`src/rtl/uc_pkg.sv`:
```
// Shared types and encodings for the multicycle control unit.
package uc_pkg;

  typedef enum logic [1:0] {
    StFetch,
    StExec,
    StWaitIn,
    StHalt
  } state_t;

  // Instruction class, decoded from opcode[5:2]; ALU is any code with bit 3 set.
  localparam logic [3:0] OPC_ALU  = 4'b1000;
  localparam logic [3:0] OPC_LI   = 4'b0000;
  localparam logic [3:0] OPC_LD   = 4'b0001;
  localparam logic [3:0] OPC_ST   = 4'b0010;
  localparam logic [3:0] OPC_IN   = 4'b0011;
  localparam logic [3:0] OPC_OUTR = 4'b0100;
  localparam logic [3:0] OPC_OUTI = 4'b0101;
  localparam logic [3:0] OPC_JUMP = 4'b0110;
  localparam logic [3:0] OPC_MISC = 4'b0111;

  // Jump group sub-ops, opcode[1:0].
  localparam logic [1:0] JMP_J    = 2'b00;
  localparam logic [1:0] JMP_JZ   = 2'b01;
  localparam logic [1:0] JMP_JNZ  = 2'b10;
  localparam logic [1:0] JMP_CALL = 2'b11;

  // Misc group sub-ops, opcode[1:0].
  localparam logic [1:0] MISC_RET  = 2'b00;
  localparam logic [1:0] MISC_NOP  = 2'b01;
  localparam logic [1:0] MISC_HALT = 2'b10;
  localparam logic [1:0] MISC_NOP2 = 2'b11;

  // Writeback select.
  localparam logic [1:0] SINM_ALU = 2'd0;
  localparam logic [1:0] SINM_IMM = 2'd1;
  localparam logic [1:0] SINM_MEM = 2'd2;
  localparam logic [1:0] SINM_IN  = 2'd3;

  // Output port source select.
  localparam logic [1:0] SOUT_REG = 2'd0;
  localparam logic [1:0] SOUT_IMM = 2'd1;

  typedef struct packed {
    logic       pc_en;
    logic       ir_en;
    logic       s_inc;
    logic       s_stack;
    logic       pushsignal;
    logic       popsignal;
    logic       we3;
    logic       wez;
    logic       we4;
    logic       we_out;
    logic [1:0] s_inm;
    logic [1:0] s_in;
    logic [1:0] s_out;
    logic [2:0] op_alu;
    logic       in_ack;
    logic       halted;
  } ctrl_t;

  function automatic logic is_in_op(logic [5:0] op);
    return op[5:2] == OPC_IN;
  endfunction

  function automatic logic is_halt_op(logic [5:0] op);
    return (op[5:2] == OPC_MISC) && (op[1:0] == MISC_HALT);
  endfunction

endpackage

```
`src/rtl/uc_multiciclo_if.sv`:
```
// Control bus between the control unit (master) and the datapath (slave).
interface uc_multiciclo_if #(
  parameter int unsigned CNT_W = 16
) ();

  logic [5:0]       opcode;
  logic             z;
  logic             in_valid;
  logic             resume;
  logic             pc_en;
  logic             ir_en;
  logic             s_inc;
  logic             s_stack;
  logic             pushsignal;
  logic             popsignal;
  logic             we3;
  logic             wez;
  logic             we4;
  logic             we_out;
  logic [1:0]       s_inm;
  logic [1:0]       s_in;
  logic [1:0]       s_out;
  logic [2:0]       op_alu;
  logic             in_ack;
  logic             halted;
  logic [CNT_W-1:0] instr_count;

  modport master (
    input  opcode, z, in_valid, resume,
    output pc_en, ir_en, s_inc, s_stack, pushsignal, popsignal, we3, wez, we4, we_out,
    output s_inm, s_in, s_out, op_alu, in_ack, halted, instr_count
  );

  modport slave (
    output opcode, z, in_valid, resume,
    input  pc_en, ir_en, s_inc, s_stack, pushsignal, popsignal, we3, wez, we4, we_out,
    input  s_inm, s_in, s_out, op_alu, in_ack, halted, instr_count
  );

endinterface

```
`src/rtl/uc_decode.sv`:
```
// Combinational decode of state, latched opcode and Z into the control vector.
module uc_decode
  import uc_pkg::*;
(
  input  state_t     state,
  input  logic [5:0] opcode,
  input  logic       z,
  input  logic       in_valid,
  output ctrl_t      ctrl
);

  // Selects idle at their reset values; strobes only in EXEC or the WAIT_IN completion.
  always_comb begin
    ctrl       = '0;
    ctrl.s_inc = 1'b1;
    unique case (state)
      StFetch: ctrl.ir_en = 1'b1;
      StExec: begin
        ctrl.pc_en = 1'b1;
        unique casez (opcode[5:2])
          4'b1???: begin
            ctrl.we3    = 1'b1;
            ctrl.wez    = 1'b1;
            ctrl.s_inm  = SINM_ALU;
            ctrl.op_alu = opcode[4:2];
          end
          OPC_LI: begin
            ctrl.we3   = 1'b1;
            ctrl.s_inm = SINM_IMM;
          end
          OPC_LD: begin
            ctrl.we3   = 1'b1;
            ctrl.s_inm = SINM_MEM;
          end
          OPC_ST: ctrl.we4 = 1'b1;
          OPC_IN: begin
            ctrl.s_in  = opcode[1:0];
            ctrl.s_inm = SINM_IN;
            // Without data the IN parks in WAIT_IN and the PC must not move yet.
            if (in_valid) begin
              ctrl.we3    = 1'b1;
              ctrl.in_ack = 1'b1;
            end else begin
              ctrl.pc_en = 1'b0;
            end
          end
          OPC_OUTR: begin
            ctrl.we_out = 1'b1;
            ctrl.s_out  = SOUT_REG;
          end
          OPC_OUTI: begin
            ctrl.we_out = 1'b1;
            ctrl.s_out  = SOUT_IMM;
          end
          OPC_JUMP: begin
            unique case (opcode[1:0])
              JMP_J:   ctrl.s_inc = 1'b0;
              JMP_JZ:  ctrl.s_inc = ~z;
              JMP_JNZ: ctrl.s_inc = z;
              JMP_CALL: begin
                ctrl.s_inc      = 1'b0;
                ctrl.pushsignal = 1'b1;
              end
            endcase
          end
          OPC_MISC: begin
            unique case (opcode[1:0])
              MISC_RET: begin
                ctrl.s_stack   = 1'b1;
                ctrl.popsignal = 1'b1;
              end
              MISC_HALT: ctrl.pc_en = 1'b0;
              MISC_NOP, MISC_NOP2: ;
            endcase
          end
          default: ;
        endcase
      end
      StWaitIn: begin
        ctrl.s_in  = opcode[1:0];
        ctrl.s_inm = SINM_IN;
        if (in_valid) begin
          ctrl.we3    = 1'b1;
          ctrl.in_ack = 1'b1;
          ctrl.pc_en  = 1'b1;
        end
      end
      StHalt: ctrl.halted = 1'b1;
    endcase
  end

endmodule

```
`src/rtl/uc_multiciclo.sv`:
```
// Multicycle control unit: FETCH/EXEC sequencer with IN wait, HALT and retire counter.
module uc_multiciclo
  import uc_pkg::*;
#(
  parameter int unsigned CNT_W = 16
) (
  input  logic            clk,
  input  logic            reset,
  uc_multiciclo_if.master bus
);

  state_t           state_q;
  logic [5:0]       opcode_q;
  logic [CNT_W-1:0] count_q;
  ctrl_t            ctrl;

  uc_decode u_decode (
    .state    (state_q),
    .opcode   (opcode_q),
    .z        (bus.z),
    .in_valid (bus.in_valid),
    .ctrl     (ctrl)
  );

  // Sequencer, instruction latch and retired-instruction counter.
  always_ff @(posedge clk or negedge reset) begin
    if (!reset) begin
      state_q  <= StFetch;
      opcode_q <= '0;
      count_q  <= '0;
    end else begin
      if (ctrl.ir_en) opcode_q <= bus.opcode;
      // A PC load marks retirement, so HALT and a stalled IN are not counted.
      if (ctrl.pc_en) count_q <= count_q + CNT_W'(1);
      unique case (state_q)
        StFetch: state_q <= StExec;
        StExec: begin
          if (is_in_op(opcode_q) && !bus.in_valid) state_q <= StWaitIn;
          else if (is_halt_op(opcode_q))           state_q <= StHalt;
          else                                     state_q <= StFetch;
        end
        StWaitIn: if (bus.in_valid) state_q <= StFetch;
        StHalt:   if (bus.resume)   state_q <= StFetch;
      endcase
    end
  end

  assign bus.pc_en       = ctrl.pc_en;
  assign bus.ir_en       = ctrl.ir_en;
  assign bus.s_inc       = ctrl.s_inc;
  assign bus.s_stack     = ctrl.s_stack;
  assign bus.pushsignal  = ctrl.pushsignal;
  assign bus.popsignal   = ctrl.popsignal;
  assign bus.we3         = ctrl.we3;
  assign bus.wez         = ctrl.wez;
  assign bus.we4         = ctrl.we4;
  assign bus.we_out      = ctrl.we_out;
  assign bus.s_inm       = ctrl.s_inm;
  assign bus.s_in        = ctrl.s_in;
  assign bus.s_out       = ctrl.s_out;
  assign bus.op_alu      = ctrl.op_alu;
  assign bus.in_ack      = ctrl.in_ack;
  assign bus.halted      = ctrl.halted;
  assign bus.instr_count = count_q;

endmodule

```
`src/flat_wrapper.sv`:
```
// flat-port wrapper written by rule: the top's interface ports become plain ports
module uc_multiciclo_flat import uc_pkg::*;
#(
  parameter int unsigned CNT_W = 16
)
  (clk, reset, bus_opcode, bus_z, bus_in_valid, bus_resume, bus_pc_en, bus_ir_en, bus_s_inc, bus_s_stack, bus_pushsignal, bus_popsignal, bus_we3, bus_wez, bus_we4, bus_we_out, bus_s_inm, bus_s_in, bus_s_out, bus_op_alu, bus_in_ack, bus_halted, bus_instr_count);
  uc_multiciclo_if #(.CNT_W(CNT_W)) bus_i ();
  input  logic clk;
  input  logic reset;
  input wire logic [$bits(bus_i.opcode)-1:0] bus_opcode;
  input wire logic [$bits(bus_i.z)-1:0] bus_z;
  input wire logic [$bits(bus_i.in_valid)-1:0] bus_in_valid;
  input wire logic [$bits(bus_i.resume)-1:0] bus_resume;
  output wire logic [$bits(bus_i.pc_en)-1:0] bus_pc_en;
  output wire logic [$bits(bus_i.ir_en)-1:0] bus_ir_en;
  output wire logic [$bits(bus_i.s_inc)-1:0] bus_s_inc;
  output wire logic [$bits(bus_i.s_stack)-1:0] bus_s_stack;
  output wire logic [$bits(bus_i.pushsignal)-1:0] bus_pushsignal;
  output wire logic [$bits(bus_i.popsignal)-1:0] bus_popsignal;
  output wire logic [$bits(bus_i.we3)-1:0] bus_we3;
  output wire logic [$bits(bus_i.wez)-1:0] bus_wez;
  output wire logic [$bits(bus_i.we4)-1:0] bus_we4;
  output wire logic [$bits(bus_i.we_out)-1:0] bus_we_out;
  output wire logic [$bits(bus_i.s_inm)-1:0] bus_s_inm;
  output wire logic [$bits(bus_i.s_in)-1:0] bus_s_in;
  output wire logic [$bits(bus_i.s_out)-1:0] bus_s_out;
  output wire logic [$bits(bus_i.op_alu)-1:0] bus_op_alu;
  output wire logic [$bits(bus_i.in_ack)-1:0] bus_in_ack;
  output wire logic [$bits(bus_i.halted)-1:0] bus_halted;
  output wire logic [$bits(bus_i.instr_count)-1:0] bus_instr_count;
  assign bus_i.opcode = bus_opcode;
  assign bus_i.z = bus_z;
  assign bus_i.in_valid = bus_in_valid;
  assign bus_i.resume = bus_resume;
  assign bus_pc_en = bus_i.pc_en;
  assign bus_ir_en = bus_i.ir_en;
  assign bus_s_inc = bus_i.s_inc;
  assign bus_s_stack = bus_i.s_stack;
  assign bus_pushsignal = bus_i.pushsignal;
  assign bus_popsignal = bus_i.popsignal;
  assign bus_we3 = bus_i.we3;
  assign bus_wez = bus_i.wez;
  assign bus_we4 = bus_i.we4;
  assign bus_we_out = bus_i.we_out;
  assign bus_s_inm = bus_i.s_inm;
  assign bus_s_in = bus_i.s_in;
  assign bus_s_out = bus_i.s_out;
  assign bus_op_alu = bus_i.op_alu;
  assign bus_in_ack = bus_i.in_ack;
  assign bus_halted = bus_i.halted;
  assign bus_instr_count = bus_i.instr_count;
  uc_multiciclo #(.CNT_W(CNT_W)) u_core (.clk(clk), .reset(reset), .bus(bus_i));
endmodule
```
`config.mk`:
```
export PLATFORM = sky130hd
export DESIGN_NAME = uc_multiciclo_flat
export DESIGN_NICKNAME = d
export VERILOG_FILES = /design/src/rtl/uc_pkg.sv /design/src/rtl/uc_multiciclo_if.sv /design/src/rtl/uc_decode.sv /design/src/rtl/uc_multiciclo.sv /design/src/flat_wrapper.sv
export SDC_FILE = /design/constraint.sdc
export NUM_CORES = 1
export LEC_CHECK = 0
export CELL_PAD_IN_SITES_DETAIL_PLACEMENT = 1
export CELL_PAD_IN_SITES_GLOBAL_PLACEMENT = 2
export CORE_ASPECT_RATIO = 0.75
export CORE_UTILIZATION = 29
export CTS_CLUSTER_DIAMETER = 40
export DETAILED_ROUTE_END_ITERATION = 7
export GPL_TIMING_DRIVEN = 0
export PLACE_DENSITY_LB_ADDON = 0.25
export SLEW_MARGIN = 20
export SYNTH_ARGS = -nofsm -noshare
export SYNTH_HDL_FRONTEND = slang
export SYNTH_SLANG_ARGS = --single-unit
```
`constraint.sdc`:
```
create_clock -name clk -period 3.9 [get_ports clk]
set_input_delay 0.78 -clock clk [delete_from_list [all_inputs] [get_ports clk]]
set_output_delay 0.78 -clock clk [all_outputs]
set_load 0.1 [all_outputs]
```
==> out/results.md <==
* **status** complete, no violations
* **via count of the first global-routing pass** 1190
* **dominant cell type by area after synthesis** sky130_fd_sc_hd__dfrtp_1
* **horizontal extent of the die** 81.9 um
* **count of buffers from port buffering** 46
* **CTS buffer count** 3
* **clock root buffer** sky130_fd_sc_hd__clkbuf_8
* **WHS Path Cells** 1
* **wire length per cell after detailed routing** 15.1 um
* **number of hold-repair buffers added at the cts stage** 0
* **register bit count reported by yosys** 24
* **hold crit path type** register to register
* **net count reported at finish** 202
* **number of different library cells in the post-synthesis netlist** 42
* **Crit Path Class** register to output port
* **share of Yosys cell area claimed by the top area cell type** 43.2%
* **startpoint of the worst register-to-register path** u_core.state_q[0]
* **type of destination of the critical path** output port
* **Data required, critical path** 3.12 ns
* **Syn. warnings** 0
* **maximum number of pins on one net before global-route repair** 25
* **total of endpoints with negative setup slack in the final report** 0
* **part of the Yosys area used for sequential elements** 43.2%
* **Clock transition at path regs** 0.08 ns
* **# IOs** 48
* **die extent in y** 62.0 um
* **fin crit period** 3.74 ns
* **startpoint of the most critical hold path** u_core.bus.instr_count[15]
* **total via count after detailed routing** 1189
* **half-perimeter wire length after detailed placement** 2.79 mm
* **last weighted congestion value of the routability-driven placer** 0.704
* **clock latency on the worst-skew pair** 0.27 ns
* **number of setup buffers added after CTS** 0
* **clock buffer depth** 2
* **Fin Hold WS** 0.485 ns
* **total negative slack** 0 ns
* **signed area change from the synthesized netlist to the final layout** 43.4%
* **total nets after synthesis** 151
* **number of standard cells after synthesis** 134
* **max-cap violations** 0
* **Setup crit end** bus_in_ack
* **Detailed Route WL** 3.64 mm
* **leading cell types in the layout, fill and taps excluded** sky130_fd_sc_hd__clkdlybuf4s50_1 (44), sky130_fd_sc_hd__dfrtp_1 (24), sky130_fd_sc_hd__xnor2_1 (14), sky130_fd_sc_hd__nand3_1 (9), sky130_fd_sc_hd__mux2_2 (7)
* **transition time at the pin with the least slew margin** 0.991 ns
* **core area** 4520 um2
* **First-pass DRT Iterations** 4
* **data arrival time of the critical path** 2.96 ns
* **relative max-transition margin** 33.7%
* **r2r endpoint** u_core.bus.instr_count[10]
* **number of pins with negative max-slew slack in the final report** 0
* **antenna violations before repair** 0
* **worst-path fanout max** 9
* **cell types with the largest area share after synthesis** sky130_fd_sc_hd__dfrtp_1 (43%), sky130_fd_sc_hd__xnor2_1 (8.8%), sky130_fd_sc_hd__mux2_2 (5.7%)
* **r2r worst-path depth** 8
* **unrepaired setup endpoints after global routing** no
* **number of DRC markers after the initial detailed-route iteration** 29
* **Ant. Diodes** 0
* **clock sink count** 24
* **wire length of the first global-routing pass** 6.02 mm
* **Mean Syn Cell Area** 10.4 um2
* **# resized after CTS** 1
* **element type at the critical path start** register
* **mean number of vias per cell** 4.93
* **overall routing resource usage** 16.1%
* **number of placed instances, taps included** 237
* **most common library cell in the layout ignoring fill and taps** sky130_fd_sc_hd__clkdlybuf4s50_1
* **final hold violation count** 0
* **final clock period utilization by the worst path** 95.8%
* **minimum setup slack in the final design** 0.163 ns
* **top achievable clock speed** 268 MHz
* **share of final-layout standard cells stronger than drive strength 1** 14.7%
* **launch point of the worst path** u_core.state_q[1]
* **worst slack at placement** -0.116 ns
* **CTS H-Tree Depth** 1
* **internal reg-to-reg setup slack** 1.96 ns
* **initial core utilization** 30.8%
* **die area** 5080 um2
* **overflow left after global routing** 0
* **residual antenna-violating net count after detailed routing** 0
* **mapped cell area** 1390 um2
* **number of design rule violations left after detail routing** 0
* **final instance count without filler cells** 241
* **# rows** 21
* **final clock skew** 0.00309 ns
* **clock tree from TritonCTS** done
==> cells in the mapped netlist <==
cell,number
sky130_fd_sc_hd__buf_2,1
sky130_fd_sc_hd__o21bai_1,1
sky130_fd_sc_hd__and3_1,4
sky130_fd_sc_hd__nand3_1,9
sky130_fd_sc_hd__xnor2_1,14
sky130_fd_sc_hd__nand2_2,1
sky130_fd_sc_hd__a32o_1,1
sky130_fd_sc_hd__dfrtp_1,24
sky130_fd_sc_hd__buf_6,1
sky130_fd_sc_hd__o22ai_1,1
sky130_fd_sc_hd__nor3_1,5
sky130_fd_sc_hd__or3b_2,1
sky130_fd_sc_hd__nand4_1,6
sky130_fd_sc_hd__and4_4,1
sky130_fd_sc_hd__nor4_1,1
sky130_fd_sc_hd__and3_4,1
sky130_fd_sc_hd__o21ai_0,1
sky130_fd_sc_hd__xor2_1,1
sky130_fd_sc_hd__and4_1,1
sky130_fd_sc_hd__conb_1,1
sky130_fd_sc_hd__o21ai_2,1
sky130_fd_sc_hd__a21oi_1,2
sky130_fd_sc_hd__inv_1,4
sky130_fd_sc_hd__ha_1,6
sky130_fd_sc_hd__and2_2,1
sky130_fd_sc_hd__a211oi_1,1
sky130_fd_sc_hd__and3_2,2
sky130_fd_sc_hd__o21a_1,1
sky130_fd_sc_hd__buf_4,2
sky130_fd_sc_hd__nand2b_1,2
sky130_fd_sc_hd__nand3b_1,3
sky130_fd_sc_hd__a21o_1,1
sky130_fd_sc_hd__nor2_1,5
sky130_fd_sc_hd__clkbuf_1,2
sky130_fd_sc_hd__a31oi_1,1
sky130_fd_sc_hd__nand2_1,6
sky130_fd_sc_hd__or2b_1,1
sky130_fd_sc_hd__a211oi_2,1
sky130_fd_sc_hd__nor2b_1,2
sky130_fd_sc_hd__and2_1,6
sky130_fd_sc_hd__mux2_2,7
sky130_fd_sc_hd__a21oi_4,1
==> stage by stage <==
step	cell area, um2	util, %
floorplan	1400	-
global placement	1930	42.7
detailed placement	1930	42.7
CTS	2000	44.2
global route	1990	44.1
finish	1990	44.1
==> critical path: stages, from the launching register on <==
cell and delay, ns:
sky130_fd_sc_hd__dfrtp_1 0.43, sky130_fd_sc_hd__inv_1 0.12, sky130_fd_sc_hd__ha_1 0.37, sky130_fd_sc_hd__nand2b_1 0.17, sky130_fd_sc_hd__nor3_1 0.16, sky130_fd_sc_hd__o21a_1 0.18, sky130_fd_sc_hd__and2_1 0.13, sky130_fd_sc_hd__clkdlybuf4s50_1 1.13
==> metal layers <==
| metal | track usage (%) | vias to the layer above | wire length, um |
|---|---|---|---|
| met4 | 3.76 | 0 | 19 |
| li1 | - | 565 | - |
| met5 | 0 | - | 0 |
| met2 | 25.9 | 24 | 1830 |
| met1 | 21.7 | 598 | 1660 |
| met3 | 4.23 | 2 | 129 |
==> logic make-up after synthesis <==
logic type	count (synthesis)	synth area share, %
simple gates	58	24.6
flops	24	43.2
xor+xnor	15	9.45
compound gates	13	7.56
buf+inv	10	3.87
mux	7	5.67
fa+ha+maj	6	5.40
other cells	1	0.270
==> state kept, by name, indices dropped and copies added, names as in the netlist <==
name	flops
u_core.bus.instr_count	16
u_core.opcode_q	6
u_core.state_q	2
==> area by class of cell <==
cell class | count | area, um2
repair buffers | 46 | 454
fillers | 499 | 2530
plain buffers | 6 | 38.8
clock buffers | 3 | 41.3
clock inverters | 1 | 30.0
flip-flops and latches | 24 | 601
multi-input cells | 100 | 742
inverters | 4 | 15.0
well taps | 57 | 71.3
==> worst min path at each step <==
stage | end | slack, ns
after detailed placement | u_core.bus.instr_count[15] | 0.48
after CTS | u_core.bus.instr_count[15] | 0.50
after global placement | u_core.bus.instr_count[15] | 0.46
after floorplan | u_core.bus.instr_count[0] | 0.48
final | u_core.bus.instr_count[15] | 0.48
after global routing | u_core.bus.instr_count[6] | 0.52
Power is left out: the tool's default activity adds up to more than one toggle a clock period on the data nets, which glitch-free logic cannot reach.
